File: src/rtl/dot_product_ctrl.sv
// Sequencer/accumulator driving a start/ready multiplier and summing products into a dot product.
// Optional DOT_PRODUCT_SATURATE_EN: clamp the accumulator on carry-out instead of wrapping.
module dot_product_ctrl #(
  parameter int unsigned N     = 8,
  parameter int unsigned ACC_W = 24,
  parameter int unsigned CNT_W = 8
) (
  input  logic             clk,
  input  logic             rst_n,
  input  logic             in_valid,
  output logic             in_ready,
  input  logic [N-1:0]     in_a,
  input  logic [N-1:0]     in_b,
  input  logic             in_last,
  output logic             mul_start,
  output logic [N-1:0]     mul_multiplier,
  output logic [N-1:0]     mul_multiplicand,
  input  logic [2*N-1:0]   mul_product,
  input  logic             mul_ready,
  output logic [ACC_W-1:0] acc_out,
  output logic             acc_valid,
  output logic             acc_overflow,
  output logic [CNT_W-1:0] term_count
);

  localparam int unsigned PadW = ACC_W + 1 - 2 * N;

  typedef enum logic [2:0] {StIdle, StIssue, StGuard, StWait, StDone} state_e;

  state_e             state_q, state_d;
  logic [N-1:0]       op_a_q, op_a_d, op_b_q, op_b_d;
  logic               last_q, last_d;
  logic [ACC_W-1:0]   acc_q, acc_d, acc_out_q, acc_out_d;
  logic               ovf_q, ovf_d, ovf_out_q, ovf_out_d;
  logic [CNT_W-1:0]   cnt_q, cnt_d, cnt_out_q, cnt_out_d;
  logic [ACC_W:0]     sum;

  assign sum = {1'b0, acc_q} + {{PadW{1'b0}}, mul_product};

  always_comb begin
    state_d   = state_q;
    op_a_d    = op_a_q;
    op_b_d    = op_b_q;
    last_d    = last_q;
    acc_d     = acc_q;
    ovf_d     = ovf_q;
    cnt_d     = cnt_q;
    acc_out_d = acc_out_q;
    ovf_out_d = ovf_out_q;
    cnt_out_d = cnt_out_q;
    unique case (state_q)
      StIdle: begin
        if (in_valid) begin
          op_a_d  = in_a;
          op_b_d  = in_b;
          last_d  = in_last;
          state_d = StIssue;
        end
      end
      StIssue: state_d = StGuard;
      // Ready may still reflect the previous operation for one cycle after start.
      StGuard: state_d = StWait;
      StWait: begin
        if (mul_ready) begin
          if (sum[ACC_W]) begin
            ovf_d = 1'b1;
`ifdef DOT_PRODUCT_SATURATE_EN
            acc_d = {ACC_W{1'b1}};
`else
            acc_d = sum[ACC_W-1:0];
`endif
          end else begin
            acc_d = sum[ACC_W-1:0];
          end
          if (cnt_q != {CNT_W{1'b1}}) cnt_d = cnt_q + 1'b1;
          state_d = last_q ? StDone : StIdle;
        end
      end
      StDone: begin
        acc_out_d = acc_q;
        ovf_out_d = ovf_q;
        cnt_out_d = cnt_q;
        acc_d     = '0;
        ovf_d     = 1'b0;
        cnt_d     = '0;
        state_d   = StIdle;
      end
      default: state_d = StIdle;
    endcase
  end

  always_ff @(posedge clk) begin
    if (!rst_n) begin
      state_q   <= StIdle;
      op_a_q    <= '0;
      op_b_q    <= '0;
      last_q    <= 1'b0;
      acc_q     <= '0;
      ovf_q     <= 1'b0;
      cnt_q     <= '0;
      acc_out_q <= '0;
      ovf_out_q <= 1'b0;
      cnt_out_q <= '0;
    end else begin
      state_q   <= state_d;
      op_a_q    <= op_a_d;
      op_b_q    <= op_b_d;
      last_q    <= last_d;
      acc_q     <= acc_d;
      ovf_q     <= ovf_d;
      cnt_q     <= cnt_d;
      acc_out_q <= acc_out_d;
      ovf_out_q <= ovf_out_d;
      cnt_out_q <= cnt_out_d;
    end
  end

  // Result is visible during DONE alongside acc_valid, then held in the output registers.
  always_comb begin
    in_ready         = rst_n && (state_q == StIdle);
    mul_start        = (state_q == StIssue);
    mul_multiplier   = op_a_q;
    mul_multiplicand = op_b_q;
    acc_valid        = (state_q == StDone);
    acc_out          = acc_valid ? acc_q : acc_out_q;
    acc_overflow     = acc_valid ? ovf_q : ovf_out_q;
    term_count       = acc_valid ? cnt_q : cnt_out_q;
  end

endmodule

File: config.mk
export PLATFORM = sky130hd
export DESIGN_NAME = dot_product_ctrl
export DESIGN_NICKNAME = d
export VERILOG_FILES = /design/src/rtl/dot_product_ctrl.sv
export SDC_FILE = /design/constraint.sdc
export NUM_CORES = 1
export LEC_CHECK = 0
export BUFFER_PORTS_ARGS = -buffer_cell sky130_fd_sc_hd__buf_2
export CORE_ASPECT_RATIO = 0.6
export CORE_MARGIN = 2
export CORE_UTILIZATION = 30
export CTS_BUF_LIST = sky130_fd_sc_hd__clkbuf_16
export CTS_CLUSTER_DIAMETER = 60
export DETAILED_ROUTE_END_ITERATION = 8
export PLACE_DENSITY = 0.48
export SYNTH_ARGS = -nofsm -noshare
export SYNTH_HDL_FRONTEND = slang
export SYNTH_SLANG_ARGS = --single-unit
File: constraint.sdc
create_clock -name clk -period 3 [get_ports clk]
set_input_delay 0.6 -clock clk [delete_from_list [all_inputs] [get_ports clk]]
set_output_delay 0.6 -clock clk [all_outputs]
set_load 0.005 [all_outputs]
---- Word-level counts from Yosys, hierarchy flattened ----
Cells that the tools add are included.
storage, ports and cells
  output and inout bits ................... 52
  bits in registers ....................... 86
  bits of input ports ..................... 37
  word-level logic and storage cells ...... 44
cells by class
  reductions and logical operators ........ 8
  muxes and demuxes ....................... 15
  add/sub/neg operators ................... 2
  equality and inequality tests ........... 9
operator list
  cell                   count
  $mux W24               2
  $pmux W24 S2           1
  $add A24 B16 Y25       1
  $mux W8                3
  $pmux W8 S2            1
  $pmux W3 S4            1
  $mux W3                3
  $add A8 B1 Y8 const B  1
  $ne A2 B2 Y1 const B   4
  $ne A8 B8 Y1 const B   1
  $eq A3 B2 Y1 const B   2
  $reduce_and A2 Y1      3
  $reduce_and A3 Y1      2
  $eq A3 B1 Y1 const B   1
  $eq A3 B3 Y1 const B   1
  $logic_not A3 Y1       1
  $mux W1                3
  $pmux W1 S2            1
  $reduce_bool A2 Y1     1
  $logic_and A1 B1 Y1    1

---- Logic depth before layout (Yosys ltp) ----
Gate-level depths: netlist (run 1).
  word-level depth ........................ 4
  gate-level depth with buffers ........... 10
  depth with buffers taken out ............ 10

---- Worst setup path after synthesis (run 1) ----
No wires, ideal clock.
  kind .................................... input port to flip-flop
  start point ............................. input mul_product[9]
  end point ............................... register acc_q[22]
  arrival time ............................ 2379 ps
  path slack .............................. 494 ps
  path buffers ............................ 1
  cell stages on the path ................. 9
  cells stage by stage .................... ha_1 -> buf_6 -> a21oi_2 -> o21ai_1 -> a211o_1 -> a2111oi_2 -> nand4b_1 -> xor2_1 -> nor2_1
on the way
  cells in the longest elaborated chain, start to end .. 3
ends and longest elaborated chain
  element               line  source
  start, declared       18    input logic [2*N-1:0] mul_product,
  $add A24 B16 Y25      38    assign sum = {1'b0, acc_q} + {{PadW{1'b0}}, mul_product};
  $mux W24              64    if (mul_ready) begin
  $pmux W24 S2          51    unique case (state_q)
  end signal, assigned  98    acc_q <= '0;
  end signal, assigned  109   acc_q <= acc_d;
  end, declared         33    logic [ACC_W-1:0] acc_q, acc_d, acc_out_q, acc_out_d;
Every way passes these cells. The select of a mux whose other input is x is not followed.
A chain may end at the register's enable or synchronous reset.

---- Worst setup path after layout (run 1) ----
  start point ............................. register state_q[1]
  end point ............................... output acc_out[6]
on the way
  cells in the longest elaborated chain, start to end .. 2
ends and longest elaborated chain
  element                 line  source
  start, declared         30    state_e state_q, state_d;
  start signal, assigned  94    state_q <= StIdle;
  start signal, assigned  105   state_q <= state_d;
  $eq A3 B3 Y1            124   acc_valid = (state_q == StDone);
  $mux W24                125   acc_out = acc_valid ? acc_q : acc_out_q;
  end, declared           20    output logic [ACC_W-1:0] acc_out,
Every way passes these cells.

==> key figures, run 1 <==
Global route
  • First-pass GRT wire length: 17290 um
  • Grt met2 use: 21.29%
  • Met1 Use GR: 21.60%
  • GR Layer Usage met3: 3.727%
  • GRT busiest layer: met1
  • Pin count of the biggest net entering global routing: 47
  • Gr usage total: 14.77%
  • Number of global-route vias before repair: 3401
  • Initial antenna violation count: 0
  • Grt ovf: 0

Worst setup path
  • Reg2Reg Capture Point: acc_q[18]
  • CP Buf/Inv Count: 4
  • CP Class: flip-flop to output pin
  • Kind of cell adding the most delay to the critical path: buffers and inverters
  • Slowest-stage cell, CP: dfxtp_1
  • Most used cell, CP: nand2_1
  • CP required: 2.40 ns
  • CP Capture Type: output pin
  • RR Startpoint: acc_q[9]
  • CP arrival: 1.93 ns
  • Worst R2R Path Depth: 8
  • CP peak stage delay: 0.47 ns
  • R2R Setup Slk: 0.54 ns
  • Crit Path Max Fanout: 46
  • Startpoint types: flip-flop
  • CP Cell Sequence: nor2_1 -> nand2_1 -> buf_12 -> clkinv_1 -> buf_4 -> nand2_1 -> nand2_1 -> buf_2

Synth
  • Syn_nets: 579
  • Mean post-synth cell area: 7.970 um^2
  • #FFs+latches synth: 86
  • Post-synth cell types: 55
  • Post-synth EDFFs: 0
  • Ys flop type: dfxtp_1
  • Gate Count Post-Synth: 524
  • Post-Syn Area: 0.004177 mm^2
  • Async SR Flop Fraction: 0%
  • YS warnings: 0
  • Sequential area share after synthesis: 41.22%

Placement
  • PortBufs: 88
  • Routability cong.: 0.8393
  • HPWL after detailed placement: 7709 um
  • DP Worst Slack: 0.1471 ns

Clock network
  • Post-CTS setup buffers: 0
  • # hold bufs at CTS: 0
  • Worst-path clk slew: 0.06 ns
  • CTS tree: done
  • Clock buffer count from CTS: 9
  • Max clock buf depth: 2
  • Worst skew pair latency: 0.34 ns
  • Total clock sinks: 86
  • CTS root buf: clkbuf_16
  • H-tree level count: 3
  • Post-cts resize count: 0

Route
  • Routed wire length: 10580 um
  • First-pass iteration count of the detailed router: 4
  • DRC viols: 0
  • Routed Antenna Nets: 0
  • Iter 0 DRT Violations: 185
  • Post-DR wirelength/cell: 13.39 um
  • Vias per inst: 4.711
  • Via count: 3722

STA
  • Skew final: 0.005874 ns
  • Final period utilization: 84.33%
  • F_max: 0.3953 GHz
  • Pins over their slew limit: 0
  • Final min period: 2.530 ns
  • Slew headroom: 53.34%
  • Setup WS post-layout: 0.4701 ns
  • RSZ-0062 raised after global routing: no
  • Slew @ Worst Pin: 0.6978 ns
  • Final number of setup-violating endpoints: 0
  • Final Hold Fails: 0
  • Setup TNS: 0 ns

Floorplanning
  • Total I/O pin count: 89
  • Die area: 0.01491 mm^2
  • Die width: 156.3 um
  • Core footprint: 0.01363 mm^2
  • Die span in y: 95.40 um
  • Site row count: 33
  • Initial core utilization: 30.65%

Pwr
  • P_int: 1.975 mW
  • Comb pwr share: 7.6%
  • Leak Pwr: 2.411 nW
  • Sw Pwr: 597.2 uW
  • VDD IR max: 207.0 uV
  • Sw Ratio: 23.22%
  • Clk network pwr share: 46.4%
  • Pwr Density: 500.4 mW/mm^2
  • Total power: 2.572 mW
  • Seq pwr share: 46.0%

Finish
  • Most frequent cells in the layout: 159 x nand2_1, 88 x buf_2, 86 x dfxtp_1
  • Final #Nets: 665
  • Commonest non-fill, non-tap cell in the layout: nand2_1
  • Layout cell share with drive strength beyond 1: 19.84%
  • Final core occ: 37.72%
  • Fillers: 1424
  • Multi-input gate area: 0.002320 mm^2
  • Register area: 0.001722 mm^2
  • N_diodes: 0
  • P&R area growth vs syn: 23.07%

Status
  • Status: complete, no violations

Min path
  • Worst hold path type: flip-flop to flip-flop
  • Worst hold endpoint: mul_multiplicand[7]
  • Hold Path Depth: 2
  • Hold Startpoint: mul_multiplicand[7]

Job
  • Max Cap Viol: 0
metal layers:
metal  up-vias  share of wire, %  wire [um]
met4         0               1.0        111
li1       1931                 -          -
met1      1713                55       5782
met5         -                 0          0
met2        69                40       4224
met3         9               4.4        462
sequential cells by signal, summed over array words and instances, names as in the netlist:
register / flops
acc_out_q: 24
acc_q: 24
cnt_out_q: 8
cnt_q: 8
last_q: 1
mul_multiplicand: 8
mul_multiplier: 8
ovf_out_q: 1
ovf_q: 1
state_q: 3
through the flow:
step	instances	instance area [um^2]	hold slack [ns]
6_report	790	5140	0.4598
5_1_grt	790	5140	0.4831
2_1_floorplan	524	4177	0.4390
3_3_place_gp	774	4826	0.4492
3_5_place_dp	774	4826	0.4563
4_1_cts	790	5140	0.4653
worst min-delay path, stage by stage, from the launching register on:
cell and delay (ns):
dfxtp_1 0.31, nand2_1 0.04, a21boi_0 0.06
synth_stat cells (all sizes together) (3+ instances only):
library cell | count | area [um^2]
a21boi | 22 | 165.2
o21ai | 17 | 85.08
or3 | 5 | 31.28
o21bai | 3 | 22.52
nor2 | 22 | 82.58
inv | 5 | 18.76
and2 | 40 | 250.2
nand2b | 8 | 50.05
nor2b | 3 | 18.77
o211ai | 4 | 30.03
nand3 | 13 | 65.06
ha | 17 | 212.7
buf | 3 | 30.03
nand4 | 5 | 37.53
xor2 | 14 | 122.6
nand2 | 159 | 596.8
and3 | 6 | 37.54
nor3 | 7 | 35.03
a21oi | 23 | 118.9
a211o | 3 | 26.28
clkbuf | 22 | 82.58
dfxtp | 86 | 1722
xnor2 | 4 | 35.03
o21a | 3 | 22.52
power by group through the flow:
stage               Clock [mW]  Combinational (mW)  Sequential, mW
CTS                       1.23               0.199            1.18
global route              1.27               0.224            1.19
floorplan                    0               0.126            1.20
detailed placement           0               0.198            1.21
finish                    1.19               0.197            1.18
global placement             0               0.197            1.21
cells by family (layout without fill, tap and decap cells):
family	count (synthesis)	in the layout	synth area share [%]
DFF	86	86	41.22
AOI/OAI and AO/OA	92	92	14.95
muxes	2	2	0.4793
and+or+nand+nor	277	277	30.77
adders and majority gates	18	18	5.572
xor gates and xnor gates	18	18	3.775
buffers and inverters	31	122	3.235
how the worst max path moves through the flow:
| stage | depth (start not counted) | endpoint | slack (ns) | from |
|---|---|---|---|---|
| 3_5_place_dp | 9 | acc_q[22] | 0.15 | mul_product[9] |
| 2_1_floorplan | 9 | acc_q[22] | 0.49 | mul_product[9] |
| 5_1_grt | 8 | acc_out[17] | 0.21 | state_q[1] |
| 6_report | 8 | acc_out[6] | 0.47 | state_q[1] |
| 4_1_cts | 8 | acc_out[6] | 0.43 | state_q[1] |
| 3_3_place_gp | 9 | acc_q[22] | 0.18 | mul_product[9] |
final cells by class:
type                    count  area share, %
clock inverters             7          1.728
inverters                   6         0.4382
clock buffers               9          4.382
repair buffers            100          10.56
flip-flops and latches     86          33.50
multi-input cells         407          45.13
well taps                 175          4.260
No activity file was read; power rests on OpenSTA's default activity.
==> run 2, diff against run 1 <==
==> constraint.sdc (replaced) <==
create_clock -name clk -period 2.5 [get_ports clk]
set_input_delay 0.5 -clock clk [delete_from_list [all_inputs] [get_ports clk]]
set_output_delay 0.5 -clock clk [all_outputs]
set_load 0.005 [all_outputs]
==> run 2 against run 1 <==
Compared with the run above:
- critical path depth down 1
- die area unchanged
- routed wire length up 3.1%
- utilization up 1.4 points
==> key figures, run 2 (synthesis gave the netlist of run 1 again) <==
STA
  • RSZ-0062 raised after global routing: no
  • Setup TNS: 0 ns
  • Final period utilization: 93.62%
  • Final Hold Fails: 0
  • Final min period: 2.340 ns
  • Pins over their slew limit: 0
  • Slew @ Worst Pin: 0.7224 ns
  • Setup WS post-layout: 0.1595 ns
  • F_max: 0.4273 GHz
  • Final number of setup-violating endpoints: 0
  • Slew headroom: 51.69%
  • Skew final: 0.006640 ns

Placement
  • Post-placement cell area: 0.005014 mm^2
  • HPWL after detailed placement: 8164 um
  • DP Worst Slack: -0.2229 ns
  • PortBufs: 88
  • Routability cong.: 0.8233

Global route
  • First-pass GRT wire length: 18060 um
  • Number of global-route vias before repair: 3619
  • Pin count of the biggest net entering global routing: 46
  • Grt ovf: 0
  • Initial antenna violation count: 0
  • Gr usage total: 15.28%

Worst setup path
  • RR Startpoint: acc_q[10]
  • Startpoint types: flip-flop
  • Crit Path Max Fanout: 15
  • CP required: 2.00 ns
  • CP arrival: 1.84 ns
  • CP Class: flip-flop to output pin
  • CP Capture Type: output pin
  • Worst R2R Path Depth: 7
  • R2R Setup Slk: 0.16 ns
  • Reg2Reg Capture Point: acc_q[20]

Job
  • Max Cap Viol: 0

Finish
  • Most frequent cells in the layout: 159 x nand2_1, 88 x buf_2, 86 x dfxtp_1
  • Layout cell share with drive strength beyond 1: 23.44%
  • P&R area growth vs syn: 27.77%
  • Fin area: 0.005336 mm^2
  • Top flop regs: acc_out_q x24, acc_q x24
  • Register area: 0.001722 mm^2
  • Commonest non-fill, non-tap cell in the layout: nand2_1
  • Multi-input gate area: 0.002335 mm^2
  • Final core occ: 39.16%
  • N_diodes: 0
  • Final #Nets: 690
  • Fillers: 1420

Route
  • DRC viols: 0
  • Post-DR wirelength/cell: 13.38 um
  • Routed wire length: 10910 um
  • First-pass iteration count of the detailed router: 4
  • Routed Antenna Nets: 0
  • Vias per inst: 4.661
  • Iter 0 DRT Violations: 265
  • Via count: 3799

Clock network
  • Clock buffer count from CTS: 9
  • CTS root buf: clkbuf_16
  • Max clock buf depth: 2
  • CTS tree: done
  • # hold bufs at CTS: 0
  • Worst skew pair latency: 0.34 ns
  • Worst-path clk slew: 0.07 ns
  • Total clock sinks: 86
  • H-tree level count: 3

Floorplanning
  • Total I/O pin count: 89
  • Die area: 0.01491 mm^2
  • Core footprint: 0.01363 mm^2
  • Site row count: 33
  • Die span in y: 95.40 um
  • Die width: 156.3 um
  • Initial core utilization: 30.65%

Pwr
  • VDD IR max: 286.5 uV
  • Total power: 3.068 mW
  • Pwr Density: 574.9 mW/mm^2
  • Leak Pwr: 2.541 nW

Min path
  • Hold Path Depth: 3
  • Worst hold endpoint: mul_multiplier[6]
  • Worst hold path type: input port to flip-flop
  • Hold Startpoint: in_a[6]

Status
  • Status: complete, no violations
==> run 2: final cells by class <==
| class | count | share of cell area (%) |
|---|---|---|
| tap | 175 | 4.103 |
| clock inverter | 7 | 1.524 |
| inverter | 6 | 0.4455 |
| timing repair buffer | 125 | 13.69 |
| sequential | 86 | 32.26 |
| multi-input combinational | 407 | 43.75 |
| clock buffer | 9 | 4.220 |
==> run 2: worst max-delay path: stages (launching register included) <==
cell      delay, ns
dfxtp_1        0.48
nor2_1         0.12
nand2_1        0.16
clkinv_2       0.19
buf_4          0.25
nand2_1        0.09
nand2_1        0.08
buf_2          0.13
==> run 2: through the flow <==
| step | hold WS, ns | instances |
|---|---|---|
| floorplan | 0.4390 | 524 |
| global placement | 0.4486 | 799 |
| detailed placement | 0.4531 | 799 |
| CTS | 0.3925 | 815 |
| global route | 0.4102 | 815 |
| finish | 0.3996 | 815 |
==> run 2: layer usage <==
| metal | share of wire (%) | routed length (um) | track usage, % | vias up |
|---|---|---|---|---|
| met5 | 0 | 0 | 0 | - |
| met4 | 0.89 | 97 | 3.287 | 0 |
| met3 | 3.9 | 422 | 4.000 | 7 |
| met2 | 41 | 4488 | 22.80 | 56 |
| met1 | 54 | 5899 | 22.07 | 1757 |
| li1 | - | - | - | 1979 |
==> run 2: worst max-delay path by stage <==
stage | startpoint | to | slack, ns | depth (start not counted)
CTS | acc_q[10] | acc_q[20] | 0.07 | 7
finish | state_q[1] | term_count[6] | 0.16 | 7
global placement | mul_product[9] | acc_q[22] | -0.15 | 9
global route | state_q[1] | term_count[4] | 0.002 | 7
floorplan | mul_product[9] | acc_q[22] | 0.09 | 9
detailed placement | mul_product[10] | acc_q[20] | -0.22 | 8
==> run 2: timing repair <==
action                     in CTS  in global routing
setup endpoints to repair      20                  7
setup buffers                   0                  0
resized for setup               1                  3
pin swaps                       0                  1
==> run 2: power by group <==
group	switching, mW	internal (mW)
Clock	0.598	0.791
Combinational	0.140	0.121
Sequential	0.0198	1.40
==> run 3, diff against run 2 <==
--- a/config.mk
+++ b/config.mk
@@ -5,6 +5,7 @@
 export SDC_FILE = /design/constraint.sdc
 export NUM_CORES = 1
 export LEC_CHECK = 0
+export ABC_AREA = 1
 export BUFFER_PORTS_ARGS = -buffer_cell sky130_fd_sc_hd__buf_2
 export CORE_ASPECT_RATIO = 0.6
 export CORE_MARGIN = 2
==> run 3 against run 2 <==
Compared with the run above:
- non-clock buffer count down 30
- highest routed layer unchanged
- worst hold slack better by 0.043 ns
- sequential power about the same
- clock power up 7%
- die area up 9.8%
- combinational power up 21%
- area after synthesis up 10%
- global-route usage up 1.0 points
- setup slack better by 0.046 ns
- cell area up 4.7%
- clock-buffer cell count unchanged
- via count up 17%
==> key figures, run 3 <==
Synth
  • Sequential area share after synthesis: 37.41%
  • Synth top area share: 37.41%
  • Post-synth EDFFs: 0
  • Synth Area in Compound Gates: 13.35%
  • XOR/XNOR Fraction of Synth Area: 0.7613%
  • #FFs+latches synth: 86
  • Post-Syn Area: 0.004602 mm^2
  • Simple-gate share of the synthesized area: 31.92%
  • Largest family of logic cells by synthesized area: simple AND/OR/NAND/NOR gates
  • Post-synth cell types: 32
  • Async SR Flop Fraction: 0%
  • Ys flop type: dfxtp_1
  • Mean post-synth cell area: 6.631 um^2
  • Synth Area in Adders: 5.057%
  • Gate Count Post-Synth: 694
  • Top post-synthesis cells by area: dfxtp_1 37%, nand2_1 12%, inv_1 9.2%, a21oi_1 6.5%, nor2_1 6.4%
  • Post-synth top area cell: dfxtp_1
  • Syn_nets: 749
  • YS warnings: 0
  • Mux contribution to synthesized area: 0%
  • Top post-synthesis cells by count: 144 x nand2_1, 113 x inv_1, 86 x dfxtp_1
  • Count leader, synth: nand2_1

Placement
  • PortBufs: 88
  • Routability cong.: 0.8238
  • HPWL after detailed placement: 9773 um
  • DP Worst Slack: 0.2815 ns

Global route
  • Number of global-route vias before repair: 4184
  • Initial antenna violation count: 0
  • First-pass GRT wire length: 21010 um
  • Grt ovf: 0
  • Pin count of the biggest net entering global routing: 37
  • Gr usage total: 16.33%

STA
  • Worst hold slack: 0.4423 ns
  • Pins over their slew limit: 0
  • Slew headroom: 69.69%
  • Final number of setup-violating endpoints: 0
  • Final min period: 2.295 ns
  • F_max: 0.4358 GHz
  • RSZ-0062 raised after global routing: no
  • Slew @ Worst Pin: 0.4540 ns
  • Final Hold Fails: 0
  • Setup TNS: 0 ns
  • Skew final: 0.006305 ns
  • Final period utilization: 91.79%
  • Setup WS post-layout: 0.2053 ns

Finish
  • Top flop regs: acc_out_q x24, acc_q x24
  • Most frequent cells in the layout: 144 x nand2_1, 112 x inv_1, 88 x buf_2
  • Commonest non-fill, non-tap cell in the layout: nand2_1
  • N_diodes: 0
  • Final #Nets: 834
  • P&R area growth vs syn: 21.45%
  • Final core occ: 36.89%
  • Layout cell share with drive strength beyond 1: 19.64%

Route
  • Vias per inst: 4.501
  • Post-DR wirelength/cell: 13.10 um
  • First-pass iteration count of the detailed router: 5
  • Routed Antenna Nets: 0
  • Iter 0 DRT Violations: 345
  • Routed wire length: 12930 um
  • DRC viols: 0
  • Via count: 4442

Clock network
  • CTS root buf: clkbuf_16
  • H-tree level count: 3
  • Clock buffer count from CTS: 9
  • Worst skew pair latency: 0.34 ns
  • Worst-path clk slew: 0.07 ns
  • Max clock buf depth: 2
  • Total clock sinks: 86
  • CTS tree: done

Worst setup path
  • R2R Setup Slk: 0.48 ns
  • CP Capture Type: output pin
  • CP Class: flip-flop to output pin
  • RR Startpoint: acc_q[0]
  • Crit Path Max Fanout: 36
  • CP Buf/Inv Count: 3
  • CP arrival: 1.79 ns
  • CP required: 2.00 ns
  • Worst R2R Path Depth: 13
  • Startpoint types: flip-flop
  • Slowest-stage cell, CP: dfxtp_1
  • Reg2Reg Capture Point: acc_q[16]
  • CP Cell Sequence: nor2_2 -> nand2_4 -> buf_4 -> o21ai_0 -> inv_1 -> buf_2
  • Kind of cell adding the most delay to the critical path: buffers and inverters
  • CP peak stage delay: 0.34 ns

Job
  • Max Cap Viol: 0

Floorplanning
  • Site row count: 35
  • Initial core utilization: 30.37%
  • Die span in y: 99.94 um
  • Total I/O pin count: 89
  • Die area: 0.01638 mm^2
  • Core footprint: 0.01515 mm^2
  • Die width: 163.9 um

Status
  • Status: complete, no violations

Pwr
  • P_int: 2.425 mW
  • VDD IR max: 308.1 uV
  • Sw Ratio: 25.21%
  • Clk network pwr share: 46.0%
  • Leak Pwr: 3.025 nW
  • Total power: 3.243 mW
  • Sw Pwr: 817.5 uW
  • Seq pwr share: 44.3%
  • Comb pwr share: 9.7%
  • Pwr Density: 580.2 mW/mm^2

Min path
  • Worst hold path type: input port to flip-flop
  • Hold Startpoint: in_b[7]
  • Hold Path Depth: 3
  • Worst hold endpoint: mul_multiplicand[7]
[run 3: layout make-up]
cell class                 count  area, um^2
tap                          203       254.0
inverter                     116       437.9
fill                        1675        9563
multi-input combinational    471        2351
clock inverter                 7       106.4
sequential                    86        1722
clock buffer                   9       225.2
timing repair buffer          95       493.0
[run 3: how the worst max path moves through the flow]
stage,cells after the start,to,start,slack [ns]
after global routing,6,acc_overflow,state_q[0],0.03
after floorplan,13,acc_q[16],mul_product[0],0.57
after global placement,14,acc_q[16],mul_product[0],0.33
final,6,acc_out[21],state_q[0],0.21
after detailed placement,14,acc_q[16],mul_product[0],0.28
after CTS,7,acc_out[21],state_q[0],0.02
[run 3: routing by layer]
| layer | up-vias | part of all wire (%) | GRT usage (%) | routed length [um] |
|---|---|---|---|---|
| met5 | - | 0 | 0 | 0 |
| met4 | 0 | 0.57 | 3.239 | 74 |
| met3 | 7 | 4.7 | 3.306 | 603 |
| met2 | 87 | 38 | 22.75 | 4876 |
| met1 | 2001 | 57 | 25.56 | 7371 |
| li1 | 2347 | - | - | - |
[run 3: power groups by stage]
stage / Clock, mW / Combinational, mW / Sequential (mW)
floorplan: 0 / 0.190 / 1.47
global placement: 0 / 0.313 / 1.47
detailed placement: 0 / 0.316 / 1.47
CTS: 1.54 / 0.317 / 1.44
global route: 1.60 / 0.361 / 1.44
finish: 1.49 / 0.315 / 1.44
[run 3: worst reg2reg max path: stages (launching register included)]
cell,delay (ns)
dfxtp_1,0.36
ha_1,0.17
inv_1,0.05
fa_1,0.40
inv_1,0.11
nand3_1,0.08
nand3_1,0.14
nand2_1,0.08
nand3_1,0.12
nand2_1,0.06
nand2_1,0.12
nand2_1,0.08
nor2_1,0.10
nor2_1,0.05
[run 3: repair_timing]
item                       in CTS  in global routing
hold buffers                    0                  0
setup buffers                   0                  0
gates resized for setup         0                  2
setup endpoints to repair       0                 33
[run 3: per-stage QoR]
step           std cells  area (um^2)
2_1_floorplan        694         4602
3_3_place_gp         971         5255
3_5_place_dp         971         5255
4_1_cts              987         5587
5_1_grt              987         5589
6_report             987         5589
[run 3: logic make-up (layout without fill, tap and decap cells)]
logic type / after synthesis / count (layout)
AO/OA/AOI/OAI: 121 / 121
AND/OR/NAND/NOR: 328 / 328
XOR/XNOR: 4 / 4
buffers and inverters: 137 / 227
adder cells (fa/ha/maj): 18 / 18
flip-flops: 86 / 86
